**src/rtl/mole_picker.sv**
```systemverilog
// Whack-a-mole picker: draws a random hole different from the last one, holds it up
// for a randomized number of ticks, and scores the outcome as a hit or a miss.
module mole_picker #(
    parameter int         NUM_MOLES = 9,
    parameter logic [7:0] MIN_UP    = 8'd20
) (
    input  logic       clock,
    input  logic       resetn,
    input  logic [7:0] rand_in,
    input  logic       req,
    input  logic       tick,
    input  logic       hit,
    output logic       mole_up,
    output logic [3:0] mole_idx,
    output logic       hit_pulse,
    output logic       miss_pulse,
    output logic [7:0] hit_count,
    output logic [7:0] miss_count
);

    localparam logic [1:0] IDLE     = 2'd0;
    localparam logic [1:0] PICK     = 2'd1;
    localparam logic [1:0] UP       = 2'd2;
    localparam logic [1:0] FALLBACK = 2'd3;

    localparam logic [4:0] NM       = 5'(NUM_MOLES);
    localparam logic [3:0] LAST_IDX = 4'(NUM_MOLES - 1);
    localparam logic [3:0] MAX_REJ  = 4'd14;

    logic [1:0] r_state;
    logic [3:0] r_mole_idx;
    logic [7:0] r_timer;
    logic [3:0] r_retry;
    logic       r_raised;
    logic       r_mole_up;
    logic       r_hit_pulse;
    logic       r_miss_pulse;
    logic [7:0] r_hit_count;
    logic [7:0] r_miss_count;

    logic [3:0] w_cand;
    logic       w_accept;
    logic [3:0] w_next_idx;
    logic [7:0] w_timer_load;
    logic [7:0] w_hit_inc;
    logic [7:0] w_miss_inc;

    assign w_cand       = rand_in[3:0];
    // The first pick after reset may land on any hole, including hole 0.
    assign w_accept     = ({1'b0, w_cand} < NM) && (!r_raised || (w_cand != r_mole_idx));
    assign w_next_idx   = (r_mole_idx == LAST_IDX) ? 4'd0 : r_mole_idx + 4'd1;
    assign w_timer_load = MIN_UP + {4'd0, rand_in[7:4]};
    assign w_hit_inc    = (r_hit_count  == 8'hFF) ? r_hit_count  : r_hit_count  + 8'd1;
    assign w_miss_inc   = (r_miss_count == 8'hFF) ? r_miss_count : r_miss_count + 8'd1;

    always_ff @(posedge clock or negedge resetn) begin
        if (!resetn) begin
            r_state      <= IDLE;
            r_mole_idx   <= 4'd0;
            r_timer      <= 8'd0;
            r_retry      <= 4'd0;
            r_raised     <= 1'b0;
            r_mole_up    <= 1'b0;
            r_hit_pulse  <= 1'b0;
            r_miss_pulse <= 1'b0;
            r_hit_count  <= 8'd0;
            r_miss_count <= 8'd0;
        end else begin
            r_hit_pulse  <= 1'b0;
            r_miss_pulse <= 1'b0;
            case (r_state)
                IDLE: begin
                    if (req) begin
                        r_state <= PICK;
                        r_retry <= 4'd0;
                    end
                end
                PICK: begin
                    if (w_accept) begin
                        r_mole_idx <= w_cand;
                        r_timer    <= w_timer_load;
                        r_mole_up  <= 1'b1;
                        r_raised   <= 1'b1;
                        r_state    <= UP;
                    end else begin
                        r_retry <= r_retry + 4'd1;
                        if (r_retry == MAX_REJ) r_state <= FALLBACK;
                    end
                end
                FALLBACK: begin
                    // Unraised mole_idx is still 0, so the first fallback lands on hole 1.
                    r_mole_idx <= w_next_idx;
                    r_timer    <= MIN_UP;
                    r_mole_up  <= 1'b1;
                    r_raised   <= 1'b1;
                    r_state    <= UP;
                end
                UP: begin
                    if (hit) begin
                        r_hit_pulse <= 1'b1;
                        r_hit_count <= w_hit_inc;
                        r_mole_up   <= 1'b0;
                        r_state     <= IDLE;
                    end else if (tick) begin
                        if (r_timer == 8'd1) begin
                            r_miss_pulse <= 1'b1;
                            r_miss_count <= w_miss_inc;
                            r_mole_up    <= 1'b0;
                            r_state      <= IDLE;
                        end else if (r_timer > 8'd1) begin
                            r_timer <= r_timer - 8'd1;
                        end
                    end
                end
                default: r_state <= IDLE;
            endcase
        end
    end

    assign mole_up    = r_mole_up;
    assign mole_idx   = r_mole_idx;
    assign hit_pulse  = r_hit_pulse;
    assign miss_pulse = r_miss_pulse;
    assign hit_count  = r_hit_count;
    assign miss_count = r_miss_count;

endmodule

```
**config.mk**
```make
export PLATFORM = sky130hd
export DESIGN_NAME = mole_picker
export DESIGN_NICKNAME = d
export VERILOG_FILES = /design/src/rtl/mole_picker.sv
export SDC_FILE = /design/constraint.sdc
export NUM_CORES = 1
export LEC_CHECK = 0
export CAP_MARGIN = 40
export CORE_MARGIN = 3
export CORE_UTILIZATION = 57
export CTS_CLUSTER_SIZE = 14
export DETAILED_ROUTE_END_ITERATION = 10
export PLACE_DENSITY = 0.85
export SYNTH_ARGS = -nofsm -noshare
export SYNTH_HDL_FRONTEND = slang
export SYNTH_SLANG_ARGS = --single-unit
```
**constraint.sdc**
```tcl
create_clock -name clock -period 3.6 [get_ports clock]
set_clock_uncertainty 0.1 [all_clocks]
set_input_delay 0.54 -clock clock [delete_from_list [all_inputs] [get_ports clock]]
set_output_delay 0.54 -clock clock [all_outputs]
set_load 0.01 [all_outputs]
```
# Word-level counts from Yosys, hierarchy flattened
# Cells that the tools add are included.
# totals
register_bits	38
wordCells	85
# op_classes
add_sub_neg	6
magnitude_cmp	2
n_eq_ne	19
muxes	31
bitwise_logic	3
reduce_logical	14
# op_table
cell	count
8-bit 2-to-1 mux	5
8-bit case mux with 3 select lines	1
8-bit by 1-bit adder with 8-bit output (second input constant)	2
8-bit equality test (second input constant)	2
4-bit 2-to-1 mux	4
4-bit case mux with 2 select lines	2
2-bit != test (second input constant)	7
2-bit 2-to-1 mux	6
1-bit 2-to-1 mux	10
3-bit != test (second input constant)	3
4-bit by 1-bit adder with 4-bit output (second input constant)	2
4-bit equality test (second input constant)	2
8-bit by 1-bit equality test with 1-bit output (second input constant)	1
8-bit by 1-bit > comparator with 1-bit output (second input constant)	1
2-bit case mux with 4 select lines	1
4-bit AND reduction	2
8-bit by 1-bit subtractor with 8-bit output (second input constant)	1
5-bit by 4-bit adder with 6-bit output (first input constant)	1
3-bit AND reduction	2
6-bit AND reduction	1
5-bit AND reduction	1
2-bit equality test (second input constant)	2
4-bit less-than comparator (second input constant)	1
4-bit != test	1
11 further kinds	14

# Depth between registers and ports, before layout
# depth
depth_word	6
mapped_depth	7

# Worst setup path before layout
# No wires, ideal clock.
# synth_path
path_kind	reg-to-reg
start	register r_timer[0]
end	register r_timer[3]
t_arrival_ns	1.645
setup_slack_ns	1.726
path_stages_with_launch	8
n_path_buf	0
path_cell_list	dfrtp_1 -> inv_1 -> ha_1 -> or2_1 -> a31oi_2 -> a41oi_1 -> o31ai_1 -> o21ai_1
# synth_between
elab_chain_cells	6
word_cells_on_any_way	11
classes_between	1 x add/sub; 1 x order compare; 3 x eq/ne; 5 x mux; 1 x reduce/logical
# synth_lines
item	line_no	text
start: declaration	32	logic [7:0] r_timer;
start signal: assignment	81	r_timer <= w_timer_load;
start signal: assignment	111	r_timer <= r_timer - 8'd1;
8-bit by 1-bit subtractor with 8-bit output	111	
8-bit 2-to-1 mux	110	end else if (r_timer > 8'd1) begin
8-bit 2-to-1 mux	105	if (r_timer == 8'd1) begin
8-bit 2-to-1 mux	104	end else if (tick) begin
8-bit 2-to-1 mux	99	if (hit) begin
8-bit case mux with 3 select lines	71	case (r_state)
# Several ways; a longest one is shown, not always the timed one. The select of a mux whose other input is x is not followed.
# A chain may end at the register's enable or synchronous reset.

# Worst setup path after layout
# Same ends and word-level chain as after synthesis.

==> summary.txt <==
Clock tree
  – CTS resizes: 0
  – Hold_buf cts: 1
  – H-tree level count: 2
  – Clock transition at the registers of the reported paths: approximately 0.070 ns
  – Worst-skew pair later-pin latency: between 0.2 and 0.3 ns
  – CTS Root Buffer Type: sky130_fd_sc_hd__clkbuf_8
  – Maximum clock insertion buffer count: 2
  – Number of sinks handled by clock tree synthesis: 38
  – Number of clock buffers inserted by TritonCTS: 5
  – Setup Fix Bufs, Post-CTS: 0
  – TritonCTS clock tree: built

Global route
  – Aggregate global-route resource usage: ~22%
  – Overflow left after global routing: 0
  – Via count of the first global-routing pass: about 1,600
  – Initial antenna violation count: 0
  – Global-route wire length before repair: roughly 7600 um
  – Pin count of the biggest net entering global routing: 36

Synthesis
  – Number of nets in the synthesized netlist: about 220
  – Leading post-synthesis cells by cell area: sky130_fd_sc_hd__dfrtp_1 44%, sky130_fd_sc_hd__xnor2_1 6.5%, sky130_fd_sc_hd__ha_1 5.2%, sky130_fd_sc_hd__nand4_1 3.2%, sky130_fd_sc_hd__o21ai_1 2.8%
  – Dominant combinational cell family by area after synthesis: simple AND/OR/NAND/NOR gates
  – Ranking of synthesized cells by instance count: 38 x sky130_fd_sc_hd__dfrtp_1, 16 x sky130_fd_sc_hd__xnor2_1, 15 x sky130_fd_sc_hd__nand2_1, 12 x sky130_fd_sc_hd__o21ai_1, 11 x sky130_fd_sc_hd__nand4_1
  – Number of flops mapped to enable cells by yosys: 0
  – Most numerous cell in the Yosys netlist: sky130_fd_sc_hd__dfrtp_1
  – Count of state elements after synthesis: 38
  – Gate Count Post-Synth: a little over 200
  – Proportion of register bits with asynchronous set or reset after synthesis: between 90% and 100%
  – Post-synthesis mux area share: 2.89%
  – Xor/xnor cell area share of the yosys netlist: under 10%
  – Sequential element share of the synthesized area: a little over two fifths
  – Post-synthesis instance area: roughly 0.0022 sq mm
  – Count of different cell masters after synthesis: 54
  – Complex-gate fraction of the synthesized area: roughly 18%
  – Synthesized area divided by synthesized cell count: 10.7 sq um
  – Syn. warnings: 0
  – Simple-gate area share of the yosys netlist: 19.1%
  – Area fraction of the dominant cell type after synthesis: 43.9%
  – Main flop type after synthesis: sky130_fd_sc_hd__dfrtp_1
  – Adder-cell area share of the yosys netlist: around 5.2%
  – Most area-hungry cell type in the Yosys netlist: sky130_fd_sc_hd__dfrtp_1

Timing
  – Fmax: between 400 and 500 MHz
  – Number of max-slew violations in the final report: 0
  – Least setup slack across all paths after layout: 1.37 ns
  – Number of setup violations in the final report: 0
  – Shortest period the worst path allows: 2.23 ns
  – Hold violation total from the final report: 0
  – Relative max-transition margin: roughly two fifths
  – Setup repair after global routing missed its margin: no
  – TNS Setup: 0 ns
  – Slew at the pin closest to its max-slew limit: between 0.8 and 0.9 ns
  – Post-route clock period utilization: 62.0%

Worst setup path
  – Worst Path Max Fanout: 6
  – Number of buffers and inverters on the critical path: 1
  – Critical-path cell with the highest stage delay: sky130_fd_sc_hd__a31oi_2
  – Worst setup SP type: register
  – Crit path cell chain: inv_1 -> ha_1 -> or2_1 -> a31oi_2 -> a41oi_1 -> o31ai_1 -> o21ai_1
  – Path length in cells of the critical path: 7
  – Setup slack, reg-to-reg: between 1 and 1.5 ns
  – Arrival time worst endpoint: around 2.3 ns
  – Path depth of the worst reg2reg path: 7
  – Reg-to-reg endpoint: r_timer[3]
  – Worst setup path endpoint: r_timer[3]
  – First element of the critical path: r_timer[0]
  – Critical path required time: roughly 3.7 ns
  – Critical Path Sink Type: register
  – Type of the worst setup path: reg -> reg
  – Max incr delay on CP: between 0.4 and 0.5 ns
  – Family of cells with the greatest summed delay on the critical path: compound AO/OA/AOI/OAI gates
  – R2R Path Start: r_timer[0]

Finish
  – Combined flip-flop and latch cell area: approximately 950 sq um
  – Layout cells sized above 1: 10.7%
  – Net count of the finished layout: approximately 260
  – Number of antenna repair diodes: 0
  – Area of the multi-input gates: approximately 0.0011 sq mm
  – Number of fill cells: about 220
  – Area Growth Syn to Fin: 24.9%

Power
  – Leakage power summed over all cells: 0.00116 uW
  – Worst vdd ir: a little over 600 uV
  – Power per Cell Area: about 740 mW/mm^2

Floorplanning
  – Starting Density: approximately 62%
  – Y dimension of the die: 67.7 um
  – Die width: just under 70 um
  – Core area: approximately 0.0035 sq mm
  – Number of top-level design ports: 36
  – Die ar.: 0.00458 sq mm
  – Core Rows: 21

Placement
  – Count of buffers inserted at the top-level ports: 35
  – Detailed placement HPWL: 3230 um
  – Weighted congestion at the end of routability-driven global placement: 0.848
  – Worst setup slack before clock tree synthesis: 1.09 ns

Route
  – Number of detailed-routing iterations run before antenna repair: 4
  – Detailed-route via count: roughly 1,700
  – Number of antenna-violating nets in the routed design: 0
  – Vias per std cell: slightly below 6
  – Routed Wire Length: between 4000 and 5000 um
  – Count of unresolved DRC violations after routing: 0
  – Wire length per cell after detailed routing: ~16 um
  – First DRT Iteration DRCs: between 70 and 80

Outcome
  – Outcome: finished clean

Worst hold path
  – Type of the worst min-delay path: reg -> reg
  – Hold path start: miss_count[4]

Run
  – # Max-Cap Violations: 0
-- layout by cell type (no fill, tap or decap), types with 3 or more instances in the layout --
cell type / instances
sky130_fd_sc_hd__nand2_1: 15
sky130_fd_sc_hd__a22o_1: 3
sky130_fd_sc_hd__a31oi_1: 6
sky130_fd_sc_hd__mux2i_1: 4
sky130_fd_sc_hd__xnor2_1: 16
sky130_fd_sc_hd__o21ai_0: 4
sky130_fd_sc_hd__ha_1: 9
sky130_fd_sc_hd__and3_1: 6
sky130_fd_sc_hd__nor2b_1: 3
sky130_fd_sc_hd__a21oi_1: 5
sky130_fd_sc_hd__clkdlybuf4s50_1: 34
sky130_fd_sc_hd__nand4_1: 11
sky130_fd_sc_hd__clkbuf_8: 6
sky130_fd_sc_hd__inv_1: 9
sky130_fd_sc_hd__nor3_1: 3
sky130_fd_sc_hd__o21ai_1: 12
sky130_fd_sc_hd__dfrtp_1: 38
sky130_fd_sc_hd__nor2_1: 7
sky130_fd_sc_hd__nand3_1: 4
-- cell families (layout without fill, tap and decap cells) --
kind of cell | Yosys count | count (layout)
DFF | 38 | 38
and+or+nand+nor | 66 | 66
adders and majority gates | 9 | 9
xor gates and xnor gates | 18 | 18
buffers and inverters | 15 | 55
AOI/OAI and AO/OA | 50 | 50
muxes | 6 | 6
-- area by class of cell --
class	instances	share of cell area, %
repair buffers	37	13.9
clock inverters	2	2.22
multi-input cells	149	42.2
flip-flops and latches	38	35.1
clock buffers	6	3.05
inverters	10	1.39
well taps	46	2.13
-- registers in the layout (all words and copies together) (netlist names) --
signal / count
hit_count: 8
hit_pulse: 1
miss_count: 8
miss_pulse: 1
mole_idx: 4
mole_up: 1
r_raised: 1
r_retry: 4
r_state: 2
r_timer: 8
-- how the worst min path moves through the flow --
| stage | end | slack, ns | cells after the start |
|---|---|---|---|
| after CTS | miss_count[4] | 0.40 | 1 |
| after global routing | miss_count[4] | 0.41 | 1 |
| after floorplan | hit_count[0] | 0.14 | 0 |
| after global placement | r_raised | 0.37 | 1 |
| final | miss_count[4] | 0.40 | 1 |
| after detailed placement | r_timer[3] | 0.26 | 1 |
-- metrics by stage --
| step | std cells | util (%) | hold slack, ns | total power, uW | instance area (sq um) |
|---|---|---|---|---|---|
| final | 288 | 77.5 | 0.396 | 2000 | 2710 |
| after global routing | 288 | 77.5 | 0.413 | 2130 | 2710 |
| after CTS | 288 | 77.5 | 0.400 | 2000 | 2710 |
| after detailed placement | 279 | 73.1 | 0.264 | 1540 | 2550 |
| after global placement | 278 | 72.5 | 0.365 | 1510 | 2530 |
| after floorplan | 202 | - | 0.144 | 1290 | 2170 |
-- where the power goes --
part           total, uW  internal, uW  switching (uW)
combinational        826           390             436
sequential           722           542             180
clock                448           296             153
total               2000          1230             769
-- per-layer routing --
| layer | vias up | wire, um | part of all wire, % | GRT usage, % |
|---|---|---|---|---|
| met5 | - | 0 | 0 | 0 |
| li1 | 816 | - | - | - |
| met1 | 828 | 2030 | 44 | 28.8 |
| met2 | 49 | 2340 | 51 | 36.9 |
| met3 | 7 | 205 | 4.4 | 4.99 |
| met4 | 0 | 53 | 1.1 | 6.84 |
(Power assumes the default switching activity.)
